**config.mk**
```make
export PLATFORM = sky130hd
export DESIGN_NAME = uart_rx
export DESIGN_NICKNAME = d
export VERILOG_FILES = /design/src/rtl/uart_pkg.sv /design/src/rtl/uart_sync2.sv /design/src/rtl/uart_rx.sv
export SDC_FILE = /design/constraint.sdc
export NUM_CORES = 1
export LEC_CHECK = 0
export BUFFER_PORTS_ARGS = -buffer_cell sky130_fd_sc_hd__buf_2
export CORE_MARGIN = 4
export CORE_UTILIZATION = 35
export CTS_BUF_LIST = sky130_fd_sc_hd__clkbuf_16
export DETAILED_ROUTE_END_ITERATION = 6
export MAX_ROUTING_LAYER = met4
export PLACE_DENSITY_LB_ADDON = 0.3
export RECOVER_POWER = 100
export SLEW_MARGIN = 20
export SYNTH_ARGS = -nofsm -noshare
export SYNTH_HDL_FRONTEND = slang
export SYNTH_SLANG_ARGS = --single-unit
```
**constraint.sdc**
```tcl
create_clock -name CLK -period 1.94 [get_ports CLK]
set_input_delay 0.388 -clock CLK [delete_from_list [all_inputs] [get_ports CLK]]
set_output_delay 0.388 -clock CLK [all_outputs]
set_load 0.01 [all_outputs]
```
**src/rtl/uart_pkg.sv**
```systemverilog
// Shared UART definitions: FSM state encoding, default clock/baud values and
// the clocks-per-bit helper used by both the transmitter and the receiver.
package uart_pkg;

   localparam int unsigned CLK_FREQ_DEF  = 200000000;
   localparam int unsigned BAUD_RATE_DEF = 115200;

   typedef enum logic [2:0] {
      IDLE,
      START_BIT,
      RECV_BIT,
      PARITY_BIT,
      STOP_BIT
   } uart_state_e;

   // Integer number of system clocks per serial bit.
   function automatic int unsigned clks_per_bit(input int unsigned clk_freq,
                                                input int unsigned baud_rate);
      return clk_freq / baud_rate;
   endfunction

endpackage

```
**src/rtl/uart_sync2.sv**
```systemverilog
// Two-flop synchroniser for an asynchronous single-bit input. Both flops
// reset to RST_VAL so an idle-high line looks idle straight out of reset.
module uart_sync2 #(
   parameter logic RST_VAL = 1'b1
) (
   input  logic clk_i,
   input  logic rst_i,
   input  logic d_i,
   output logic q_o
);

   logic meta_q;
   logic sync_q;

   // Shift the raw input through two flops to settle metastability.
   always_ff @(posedge clk_i) begin
      if (rst_i) begin
         meta_q <= RST_VAL;
         sync_q <= RST_VAL;
      end else begin
         meta_q <= d_i;
         sync_q <= meta_q;
      end
   end

   assign q_o = sync_q;

endmodule

```
**src/rtl/uart_rx.sv**
```systemverilog
// UART receiver: 1 start bit, 8 data bits LSB first, optional even parity,
// 1 stop bit. Each bit is sampled at its centre. Define UART_RX_PARITY_EN to
// add the parity bit and the ParityErr output.
//
// Output handshake: Valid is a one-cycle pulse that coincides with the cycle
// Data first shows the new byte; there is no back-pressure, so a consumer must
// take the byte in that cycle (Data is held until the next good frame).
// FrameErr / ParityErr are one-cycle pulses and never coincide with Valid.
// State exposes the FSM for observation.
module uart_rx
   import uart_pkg::*;
#(
   parameter int unsigned CLK_FREQ  = CLK_FREQ_DEF,
   parameter int unsigned BAUD_RATE = BAUD_RATE_DEF
) (
   input  logic        CLK,
   input  logic        RST,
   input  logic        SI,
   output logic [7:0]  Data,
   output logic        Valid,
   output logic        FrameErr,
   output logic        Busy,
`ifdef UART_RX_PARITY_EN
   output logic        ParityErr,
`endif
   output uart_state_e State
);

   localparam int unsigned CLKS_PER_BIT = clks_per_bit(CLK_FREQ, BAUD_RATE);
   localparam int unsigned HALF_BIT     = CLKS_PER_BIT / 2;
   localparam int unsigned CNT_W        = (CLKS_PER_BIT > 1) ? $clog2(CLKS_PER_BIT) : 1;
   localparam logic [CNT_W-1:0] HALF_M1 = CNT_W'(HALF_BIT - 1);
   localparam logic [CNT_W-1:0] FULL_M1 = CNT_W'(CLKS_PER_BIT - 1);

   logic              si_s;
   uart_state_e       state_q, state_d;
   logic [CNT_W-1:0]  cnt_q, cnt_d;
   logic [2:0]        idx_q, idx_d;
   logic [7:0]        shift_q, shift_d;
   logic [7:0]        data_q, data_d;
   logic              valid_q, valid_d;
   logic              ferr_q, ferr_d;
`ifdef UART_RX_PARITY_EN
   logic              par_q, par_d;
   logic              perr_q, perr_d;
`endif

   uart_sync2 #(.RST_VAL(1'b1)) u_sync (
      .clk_i (CLK),
      .rst_i (RST),
      .d_i   (SI),
      .q_o   (si_s)
   );

   // State, counters, shift register and output pulse registers.
   always_ff @(posedge CLK) begin
      if (RST) begin
         state_q <= IDLE;
         cnt_q   <= '0;
         idx_q   <= '0;
         shift_q <= '0;
         data_q  <= '0;
         valid_q <= 1'b0;
         ferr_q  <= 1'b0;
`ifdef UART_RX_PARITY_EN
         par_q   <= 1'b0;
         perr_q  <= 1'b0;
`endif
      end else begin
         state_q <= state_d;
         cnt_q   <= cnt_d;
         idx_q   <= idx_d;
         shift_q <= shift_d;
         data_q  <= data_d;
         valid_q <= valid_d;
         ferr_q  <= ferr_d;
`ifdef UART_RX_PARITY_EN
         par_q   <= par_d;
         perr_q  <= perr_d;
`endif
      end
   end

   // Next-state logic: centre-sample each bit and build the received byte.
   always_comb begin
      state_d = state_q;
      cnt_d   = cnt_q;
      idx_d   = idx_q;
      shift_d = shift_q;
      data_d  = data_q;
      valid_d = 1'b0;
      ferr_d  = 1'b0;
`ifdef UART_RX_PARITY_EN
      par_d   = par_q;
      perr_d  = 1'b0;
`endif
      case (state_q)
         IDLE: begin
            cnt_d = '0;
            idx_d = '0;
            if (!si_s) state_d = START_BIT;
         end
         START_BIT: begin
            if (cnt_q == HALF_M1) begin
               // A line back high at mid-start-bit was only a glitch.
               cnt_d   = '0;
               state_d = si_s ? IDLE : RECV_BIT;
            end else begin
               cnt_d = cnt_q + 1'b1;
            end
         end
         RECV_BIT: begin
            if (cnt_q == FULL_M1) begin
               cnt_d          = '0;
               shift_d[idx_q] = si_s;
               if (idx_q == 3'd7) begin
                  idx_d = '0;
`ifdef UART_RX_PARITY_EN
                  state_d = PARITY_BIT;
`else
                  state_d = STOP_BIT;
`endif
               end else begin
                  idx_d = idx_q + 3'd1;
               end
            end else begin
               cnt_d = cnt_q + 1'b1;
            end
         end
`ifdef UART_RX_PARITY_EN
         PARITY_BIT: begin
            if (cnt_q == FULL_M1) begin
               cnt_d   = '0;
               par_d   = si_s;
               state_d = STOP_BIT;
            end else begin
               cnt_d = cnt_q + 1'b1;
            end
         end
`endif
         STOP_BIT: begin
            // Returning to IDLE at mid-stop lets an immediately following
            // start edge be caught.
            if (cnt_q == FULL_M1) begin
               cnt_d   = '0;
               state_d = IDLE;
               if (!si_s) begin
                  ferr_d = 1'b1;
`ifdef UART_RX_PARITY_EN
               end else if ((^shift_q) ^ par_q) begin
                  perr_d = 1'b1;
`endif
               end else begin
                  data_d  = shift_q;
                  valid_d = 1'b1;
               end
            end else begin
               cnt_d = cnt_q + 1'b1;
            end
         end
         default: state_d = IDLE;
      endcase
   end

   assign Data     = data_q;
   assign Valid    = valid_q;
   assign FrameErr = ferr_q;
   assign State    = state_q;
`ifdef UART_RX_PARITY_EN
   assign ParityErr = perr_q;
   assign Busy      = (state_q != IDLE) | valid_q | ferr_q | perr_q;
`else
   assign Busy      = (state_q != IDLE) | valid_q | ferr_q;
`endif

endmodule

```
# Yosys cells after proc, flatten, opt, wreduce, memory -nomap -nowiden
# Cells that the tools add are included.
# classes
addsub	2
order_cmp	2
n_eq_ne	11
mux	18
bitwise_logic	4
reduce_logical	11
# op_table
op	count
case mux 11 bit (3 select lines)	1
two-way mux 11 bit	2
two-way mux 3 bit	7
case mux 3 bit (4 select lines)	1
adder 11 x 1 -> 11 bit (second input constant)	1
equality test 11 x 10 -> 1 bit (second input constant)	1
equality test 11 bit (second input constant)	1
!= test 2 bit (second input constant)	5
bitwise mux 8 bit	1
equality test 3 bit (second input constant)	2
case mux 3 bit (2 select lines)	1
nonzero test 3 bit	2
AND reduction 5 bit	1
less-than comparator 3 x 4 -> 1 bit (second input constant)	1
AND reduction 2 bit	2
adder 3 x 1 -> 3 bit (second input constant)	1
demux 1 bit (select 3 bit)	1
equality test 3 x 1 -> 1 bit (second input constant)	1
equality test 3 x 2 -> 1 bit (second input constant)	1
>= comparator 3 x 1 -> 1 bit (second input constant)	1
logical NOT 3 bit	1
two-way mux 1 bit	3
AND reduction 3 bit	1
OR reduction 3 bit	1
other kinds (6)	8
# word_totals
register_bits	37
input_bits	3
out_inout_bits	14
elab_cells	57

# Depth between registers and ports, before layout
# Gate-level depths: netlist of run 1.
# logic_depth
ltp_word	5
depth_mapped	6
depth_no_buf	5

# Cells and area by module
# Synthesis of run 1 repeated with hierarchy kept, for this count alone.
# unflattened
hier_cells	207
area_unflattened_um2	1841.8
# modules_own_cells
module	instances	cells_per_inst	area_per_inst_um2	seq_area_each_um2
uart_rx	1	203	1789.2	700.7
uart_sync2	1	4	52.6	40.0

# Worst setup path before layout of run 1
# No wires, ideal clock.
# synth_timing
path_type	register to register
from	reg idx_q[1]
to	reg state_q[1], in the netlist State[1]
arrival_time_ns	1.662
required_time_ns	1.817
setup_slack_ns	0.155
path_stages_with_launch	6
path_cell_list	dfxtp_1 ha_1 ha_1 a2111oi_0 nor3_1 mux2_1
# synth_between
elab_chain_cells	3
# synth_rtl
item	line	text
start: declaration	uart_rx.sv:38	logic [2:0] idx_q, idx_d;
start signal: assignment	uart_rx.sv:72	idx_q <= idx_d;
equality test 3 bit	uart_rx.sv:116	if (idx_q == 3'd7) begin
!= test 2 bit (no source line)	n/a	
AND reduction 5 bit (no source line)	n/a	
end signal: assignment	uart_rx.sv:70	state_q <= state_d;
end: declaration	uart_rx.sv:36	uart_state_e state_q, state_d;
# Every way passes these cells.
# A chain may end at the register's enable or synchronous reset.

# Worst setup path in the final report of run 1
# layout_timing
from	reg state_q[1], in the netlist State[1]
to	out Busy
# layout_between
elab_chain_cells	3
# layout_rtl
item	line	text
nonzero test 3 bit	uart_rx.sv:173	assign Busy = (state_q != IDLE) | valid_q | ferr_q;
bitwise OR 1 bit (2 in a row)	uart_rx.sv:173	
end: declaration	uart_rx.sv:22	output logic Busy,
# Every way passes these cells.

==> impl_metrics.toml, run 1 <==
[grt]
antenna_found_initial = 0
grt_pass1_wl_um = 7260
track_usage = 0.146
grt_max_degree = 21
grt_pass1_vias = 1483
grt-ovfl-total = 0

[setup_path]
critPathLaunchType = "flop"
slowest_delay_ns = 0.39
path_buf_inv = 1
crit_type = "flop to output port"
critPathRequiredTime_ns = 1.55
cp-end-kind = "output port"
path_cells = "or3_4 -> or3_1 -> buf_2"
worstPathMaxFanout = 12
cp_slowest_cell = "or3_4"
cpLargestDelayFamily = "simple AND/OR/NAND/NOR gates"
crit_arrival_ns = 1.50
r2r-start = "idx_q[0]"
cp-startpoint = "State[1]"

[layout]
fill_cells = 537
layout.nets = 248
drive_above_1_share = 0.173
fin_util = 0.431
seq_area_um2 = 749
stdcell_count = 313
final_area_um2 = 2240
multi_input_area_um2 = 1070
syn2layout_area_growth_pct = 16.9
antenna_cells = 0

[route]
drc_errors = 0
via_count = 1606
vias_per_cell = 5.13
drtPass1Iterations = 4
drtIter0Drc = 82
wirelength_um = 4260
drtAntennaViolNets = 0
wl_per_cell_um = 13.6

[logic_synthesis]
synth_area_um2 = 1920
synth_cells = 220
yosys.area.top_type = "dfxtp_1"
synth_xor_area_frac = 0.0137
syn_nets = 226
ys_ff_latch = 37
syn_area_per_cell_um2 = 8.72
synth_edf_count = 0
synth_top_family_by_area = "simple AND/OR/NAND/NOR gates"
ys_warn_count = 0
synthTopCellsByArea = "dfxtp_1 (39%), nand2_1 (5.5%), mux2i_1 (4.7%), nand3_1 (3.7%), o21ai_0 (3.4%)"
synthMuxAreaShare = 0.0528
ys_seq_area_frac = 0.386
synth_cell_types = 48
synth_compound_area_frac = 0.171
synth_top_area_share = 0.386
synthArstFlopShare = 0
synthSimpleGateAreaFrac = 0.290
yosys.area_share.adder = 0.0248
synthFlopType = "dfxtp_1"

[placed_design]
placed_area_um2 = 2090
hpwl_um = 2840
globalplace.congestion = 0.767
port_buffers = 16
place_ws_ns = 0.119
dp_cells = 304

[floorplanning]
num_rows = 26
core_um2 = 5200
die-area_um2 = 6730
die_h_um = 82.0
start_util = 0.369
ios = 17
fp.dieW_um = 82.0

[timing]
maxSlewHeadroom = 0.747
slew_viol_final = 0
post-route-period-util = 0.972
skew_ns = 0.00396
fin_ws_ns = 0.0536
fin_hold_ws_ns = 0.293
hold_viol_final = 0
fin_setup_tns_ns = 0
tightest_slew_ns = 0.370
period_minus_slack_ns = 1.89
max_freq_ghz = 0.530
setup_violations = 0

[clock_tree]
cts_hold_buf = 0
cts.sinks = 37
htreeDepth = 2
cts_buffer_depth = 2
clk_latency_ns = 0.28
cts_tree = "done"
clk_pin_slew_ns = 0.06
cts_made_buffers = 5
cts_root_buf = "clkbuf_16"

[run]
maxCapViolCount = 0

[min_path]
hp-class = "primary input to flop"
min-delay-start = "SI"

[run_status]
outcome = "completed"

[power_and_ir_drop]
power_density_nw_per_um2 = 769
power.leakage_nw = 0.827
ir_drop_mv = 0.321
total_power_mw = 1.72
[cells by family after synthesis]
group | count (synthesis)
AOI/OAI and AO/OA | 45
xor gates and xnor gates | 3
adders and majority gates | 4
buffers and inverters | 22
DFF | 37
muxes | 10
and+or+nand+nor | 99
[cells in the mapped netlist (2+ instances only)]
cell type  number
dfxtp_1        37
nand2_1        28
nand3_1        14
o21ai_0        13
a21oi_1        11
nor3_1         11
mux2i_1         9
inv_1           7
nor2_1          7
clkbuf_1        6
nor2b_1         6
o211ai_1        5
buf_2           4
nand3b_1        4
nor4_1          4
ha_1            3
nand4_1         3
o2111ai_1       3
o221ai_1        3
or3_1           3
or4_1           3
a22oi_1         2
and2_1          2
and4_2          2
and4bb_4        2
buf_6           2
nor3b_1         2
o21a_1          2
or2_2           2
xnor2_1         2
[report_power, final]
group | leakage [nW] | switching (mW) | internal (mW) | total [mW]
Clock | 0.0712 | 0.313 | 0.471 | 0.784
Sequential | 0.301 | 0.0106 | 0.769 | 0.780
Combinational | 0.455 | 0.0918 | 0.0692 | 0.161
Total | 0.827 | 0.415 | 1.31 | 1.72
[flip-flops by register name, indices dropped and copies added (netlist names)]
signal / cells
cnt_q: 11
Data: 8
shift_q: 8
State: 3
idx_q: 3
FrameErr: 1
Valid: 1
u_sync.meta_q: 1
u_sync.q_o: 1
[worst register-to-register path: cells and delay by family (launching register included)]
family,cells,cell delay [ns]
compound gates,1,0.41
mux,1,0.32
simple gates,1,0.05
fa+ha+maj,2,0.39
buf+inv,1,0.19
flops,1,0.31
[final timing paths]
check	endpoint	slack, ns	cells after the start
setup / recovery	Busy	0.05	3
hold / removal	u_sync.meta_q	0.29	2
hold reg to reg	u_sync.q_o	0.43	1
setup reg to reg	State[1]	0.16	6
[routing by layer]
metal | GRT usage | share of wire | up-vias
li1 | - | - | 854
met3 | 0.0329 | 0.046 | 6
met2 | 0.207 | 0.42 | 33
met4 | 0.0648 | 0.019 | 0
met1 | 0.198 | 0.51 | 713
met5 | - | 0 | -
[timing repair]
action                     4_1_cts  5_1_grt
setup buffers                    0        1
hold endpoints to repair         0        0
setup endpoints to repair        1        2
gates resized for setup          3        4
[layout make-up]
cell class                      count  area share
Timing Repair Buffer               30      0.0753
Inverter                            7      0.0117
Sequential cell                    37       0.334
Tap cell                           70      0.0391
Multi-Input combinational cell    161       0.476
Clock buffer                        5      0.0558
Clock inverter                      3     0.00781
[layout by cell type, fill, tap and decap left out, types with 3 or more instances in the layout]
cell type  Yosys  layout
o2111ai_1      3       3
mux2i_1        9       9
o211ai_1       5       5
nor3_1        11      11
or4_1          3       3
dfxtp_1       37      34
nor2_1         7       7
o221ai_1       3       3
inv_1          7       7
o21ai_0       13      13
a21oi_1       11      11
nand2_1       28      28
buf_4          1      14
nand4_1        3       3
buf_2          4       3
clkbuf_1       6      13
nor2b_1        6       6
nand3b_1       4       4
clkbuf_16      0       5
nor4_1         4       4
nand3_1       14      14
(Power assumes the default switching activity.)
==> inputs of run 2 (changes only) <==
==> constraint.sdc (replaced) <==
create_clock -name CLK -period 1.94 [get_ports CLK]
set_input_delay 0.388 -clock CLK [delete_from_list [all_inputs] [get_ports CLK]]
set_output_delay 0.388 -clock CLK [all_outputs]
set_load 0.02 [all_outputs]
==> run 2 against run 1 <==
Core utilization increased by 1.6 points. Wire length increased by 2.7%. Flip-flop and latch count is the same. Final cell count grew 2.6%. First-iteration DRC count rose by 21%. Worst setup slack better by 0.0076 ns. Sequential power about the same. Hold slack gained 0.0031 ns. Critical path depth unchanged. Clock skew about the same. Non-clock buffer count rose by 8.
==> impl_metrics.toml, run 2 (synthesis gave the netlist of run 1 again) <==
[run_status]
outcome = "completed"

[setup_path]
crit_type = "flop to output port"
cp_slowest_cell = "or3_4"
cp-end-kind = "output port"
crit_arrival_ns = 1.49
critPathLaunchType = "flop"
slowest_delay_ns = 0.39
cp-startpoint = "State[1]"
critPathRequiredTime_ns = 1.55
worstPathMaxFanout = 7
path_cells = "or3_4 -> or3_1 -> buf_2"
r2r-start = "cnt_q[1]"

[floorplanning]
core_um2 = 5200
fp.dieW_um = 82.0
die_h_um = 82.0
num_rows = 26
start_util = 0.369
die-area_um2 = 6730
ios = 17

[layout]
multi_input_area_um2 = 1070
regMostFlops = "cnt_q"
drive_above_1_share = 0.195
seq_area_um2 = 749
layout_commonest_cell = "dfxtp_1"
stdcell_count = 321
fill_cells = 539
final_area_um2 = 2320
syn2layout_area_growth_pct = 21.2
final_cell_mix = "dfxtp_1 (34), nand2_1 (28), buf_4 (22)"
antenna_cells = 0
largest_reg_flops = 11
layout.nets = 256

[clock_tree]
clk_latency_ns = 0.28
cts_tree = "done"
htreeDepth = 2
cts_buffer_depth = 2
cts.sinks = 37
cts_root_buf = "clkbuf_16"
clk_pin_slew_ns = 0.06
cts_made_buffers = 5
cts_hold_buf = 0

[timing]
max_freq_ghz = 0.532
slew_viol_final = 0
post-route-period-util = 0.968
fin_ws_ns = 0.0613
setup_violations = 0
hold_viol_final = 0
maxSlewHeadroom = 0.749
period_minus_slack_ns = 1.88
fin_setup_tns_ns = 0
tightest_slew_ns = 0.367
skew_ns = 0.00364

[route]
drc_errors = 0
drtIter0Drc = 99
wirelength_um = 4380
drtPass1Iterations = 4
via_count = 1656
vias_per_cell = 5.16
drtAntennaViolNets = 0
wl_per_cell_um = 13.6

[power_and_ir_drop]
power_density_nw_per_um2 = 804
power.leakage_nw = 0.872
total_power_mw = 1.87
ir_drop_mv = 0.521

[min_path]
hp-class = "primary input to flop"
min-delay-start = "SI"

[placed_design]
placed_area_um2 = 2110
globalplace.congestion = 0.800
place_ws_ns = 0.0277
dp_cells = 307
port_buffers = 16
hpwl_um = 2880

[run]
maxCapViolCount = 0

[grt]
antenna_found_initial = 0
grt_pass1_vias = 1460
track_usage = 0.146
grt_pass1_wl_um = 7230
grt-ovfl-total = 0
grt_max_degree = 21
-- run 2: cell count changes in the layout (fill, tap and decap cells not counted), sizes merged --
cell / delta
buf: +7
clkinv: -2
bufinv: +1
clkbuf: +1
clkinvlp: +1
-- run 2: final cells by class --
type | count | area share
inverters | 7 | 0.0113
clock buffers | 5 | 0.0538
flip-flops and latches | 37 | 0.322
clock inverters | 3 | 0.0178
well taps | 70 | 0.0377
repair buffers | 38 | 0.0980
multi-input cells | 161 | 0.459
-- run 2: critical path: cells and delay by family (launching register included) --
| family | cells | cell delay [ns] |
|---|---|---|
| buf+inv | 1 | 0.16 |
| flops | 1 | 0.36 |
| simple gates | 2 | 0.69 |
-- run 2: power breakdown --
part           total, mW  switching (mW)  internal, mW
combinational      0.172           0.101        0.0706
clock              0.916           0.315         0.601
sequential         0.780          0.0116         0.769
total               1.87           0.428          1.44
-- run 2: timing repair --
item	in CTS	in global routing
buffers inserted	0	6
hold endpoints to repair	0	0
endpoints found under the setup margin	1	6
resized for setup	3	4
pin swaps	0	2
-- run 2: per-stage QoR --
stage / util / hold slack (ns)
3_3_place_gp: 0.406 / 0.413
2_1_floorplan: - / 0.389
3_5_place_dp: 0.406 / 0.415
5_1_grt: 0.447 / 0.310
4_1_cts: 0.440 / 0.288
6_report: 0.447 / 0.296
-- run 2: final timing paths --
check | endpoint | slack, ns | cells past startpoint
setup reg to reg | State[2] | 0.07 | 5
setup / recovery | Busy | 0.06 | 3
hold / removal | u_sync.meta_q | 0.30 | 2
hold reg to reg | u_sync.q_o | 0.43 | 1
-- run 2: metal layers --
metal,vias up,global-route usage,share of wire
li1,862,-,-
met1,764,0.202,0.54
met2,24,0.201,0.41
met3,6,0.0329,0.031
met4,0,0.0648,0.019
met5,-,-,0
==> inputs of run 3 (changes only) <==
--- a/config.mk
+++ b/config.mk
@@ -6,12 +6,11 @@
 export NUM_CORES = 1
 export LEC_CHECK = 0
 export BUFFER_PORTS_ARGS = -buffer_cell sky130_fd_sc_hd__buf_2
-export CORE_MARGIN = 4
+export CORE_MARGIN = 3
 export CORE_UTILIZATION = 35
 export CTS_BUF_LIST = sky130_fd_sc_hd__clkbuf_16
 export DETAILED_ROUTE_END_ITERATION = 6
 export MAX_ROUTING_LAYER = met4
-export PLACE_DENSITY_LB_ADDON = 0.3
 export RECOVER_POWER = 100
 export SLEW_MARGIN = 20
 export SYNTH_ARGS = -nofsm -noshare
==> run 3 against run 2 <==
Maximum frequency down 1.4%. Cell area down 0.27%. Via count up 3.0%. Largest power group unchanged. Combinational power up 10%. First-iteration DRC count up 13%. Critical endpoint unchanged. Clock skew up 0.0019 ns. Critical path type unchanged.
==> impl_metrics.toml, run 3 (synthesis gave the netlist of run 1 again) <==
[run_status]
outcome = "completed"

[power_and_ir_drop]
power.leakage_nw = 0.873
ir_drop_mv = 0.380
power_density_nw_per_um2 = 811
total_power_mw = 1.88

[run]
maxCapViolCount = 0

[setup_path]
r2r-end = "State[2]"
cp-end-kind = "output port"
r2r-start = "cnt_q[0]"
crit_type = "flop to output port"
regToRegSetupSlack_ns = 0.10
worstPathMaxFanout = 6
critPathRequiredTime_ns = 1.55
rr_worst_depth = 5
crit_arrival_ns = 1.52
critPathLaunchType = "flop"

[clock_tree]
clk_pin_slew_ns = 0.06
cts_buffer_depth = 2
clk_latency_ns = 0.28
cts_root_buf = "clkbuf_16"
cts.sinks = 37
cts_made_buffers = 5
htreeDepth = 2
cts_tree = "done"

[placed_design]
port_buffers = 16
place_ws_ns = 0.153
placed_area_um2 = 2110
globalplace.congestion = 0.766
hpwl_um = 2940

[min_path]
min-delay-start = "SI"
hold_path_depth = 2
hold_path_end = "u_sync.meta_q"
hp-class = "primary input to flop"

[route]
drtIter0Drc = 112
drc_errors = 0
wl_per_cell_um = 13.7
vias_per_cell = 5.35
drtAntennaViolNets = 0
wirelength_um = 4360
via_count = 1706
drtPass1Iterations = 4

[floorplanning]
die_h_um = 80.0
start_util = 0.369
fp.dieW_um = 80.0
core_um2 = 5200
ios = 17
die-area_um2 = 6400
num_rows = 26

[grt]
grt_pass1_wl_um = 7470
grt-ovfl-total = 0
antenna_found_initial = 0
grt_pass1_vias = 1571
track_usage = 0.153
grt_max_degree = 21

[timing]
hold_viol_final = 0
max_freq_ghz = 0.525
post-route-period-util = 0.982
skew_ns = 0.00550
tightest_slew_ns = 0.889
fin_hold_ws_ns = 0.285
rsz0062_at_grt = "no"
setup_violations = 0
maxSlewHeadroom = 0.407
period_minus_slack_ns = 1.91
fin_ws_ns = 0.0344
slew_viol_final = 0
fin_setup_tns_ns = 0

[layout]
largest_reg_flops = 11
fill_cells = 528
final_area_um2 = 2320
regMostFlops = "cnt_q"
layout.nets = 254
drive_above_1_share = 0.193
final_cell_mix = "dfxtp_1 (35), nand2_1 (28), buf_4 (19)"
antenna_cells = 0
layout_commonest_cell = "dfxtp_1"
syn2layout_area_growth_pct = 20.9
run 3: cell count changes in the layout (fill, tap and decap cells not counted), sizes merged:
| cell | delta |
|---|---|
| clkbuf | -2 |
run 3: final cells by class:
type,instances,area [um2],share of cell area
clock buffer,5,125,0.0540
inverter,7,26.3,0.0113
clock inverter,3,41.3,0.0178
tap,70,87.6,0.0378
timing repair buffer,36,219,0.0944
sequential,37,748,0.323
multi-input combinational,161,1070,0.462
run 3: critical path, cell delays in order (launching register included):
cell and delay (ns):
dfxtp_4 0.36, or3_4 0.40, or3_4 0.34, buf_6 0.14
run 3: what timing repair did:
| item | CTS | global route |
|---|---|---|
| hold buffers | 0 | 0 |
| resized for setup | 3 | 6 |
| setup endpoints to repair | 1 | 2 |
| setup buffers | 0 | 4 |
run 3: worst max-delay path by stage:
| stage | start | end | slack (ns) | cells past startpoint |
|---|---|---|---|---|
| 3_5_place_dp | cnt_q[0] | cnt_q[7] | 0.15 | 6 |
| 2_1_floorplan | State[0] | State[1] | 0.15 | 5 |
| 6_report | State[2] | Busy | 0.03 | 3 |
| 5_1_grt | State[2] | Busy | 0.006 | 3 |
| 4_1_cts | State[2] | Busy | 0.02 | 3 |
| 3_3_place_gp | cnt_q[0] | State[2] | 0.20 | 5 |
run 3: power by group:
group	leakage, nW	internal, mW	total, mW	switching, mW
clock network	0.0775	0.601	0.914	0.313
registers	0.300	0.768	0.777	0.00905
logic	0.495	0.0834	0.190	0.106
run 3: stage by stage:
stage	instances	util
6_report	319	0.445
5_1_grt	319	0.445
4_1_cts	315	0.440
3_5_place_dp	307	0.406
3_3_place_gp	307	0.406
2_1_floorplan	220	-
run 3: per-layer routing:
layer / part of all wire / track usage / vias to the layer above
met5: 0 / - / -
li1: - / - / 863
met3: 0.035 / 0.0339 / 7
met4: 0.019 / 0.0642 / 0
met1: 0.50 / 0.195 / 809
met2: 0.44 / 0.233 / 27
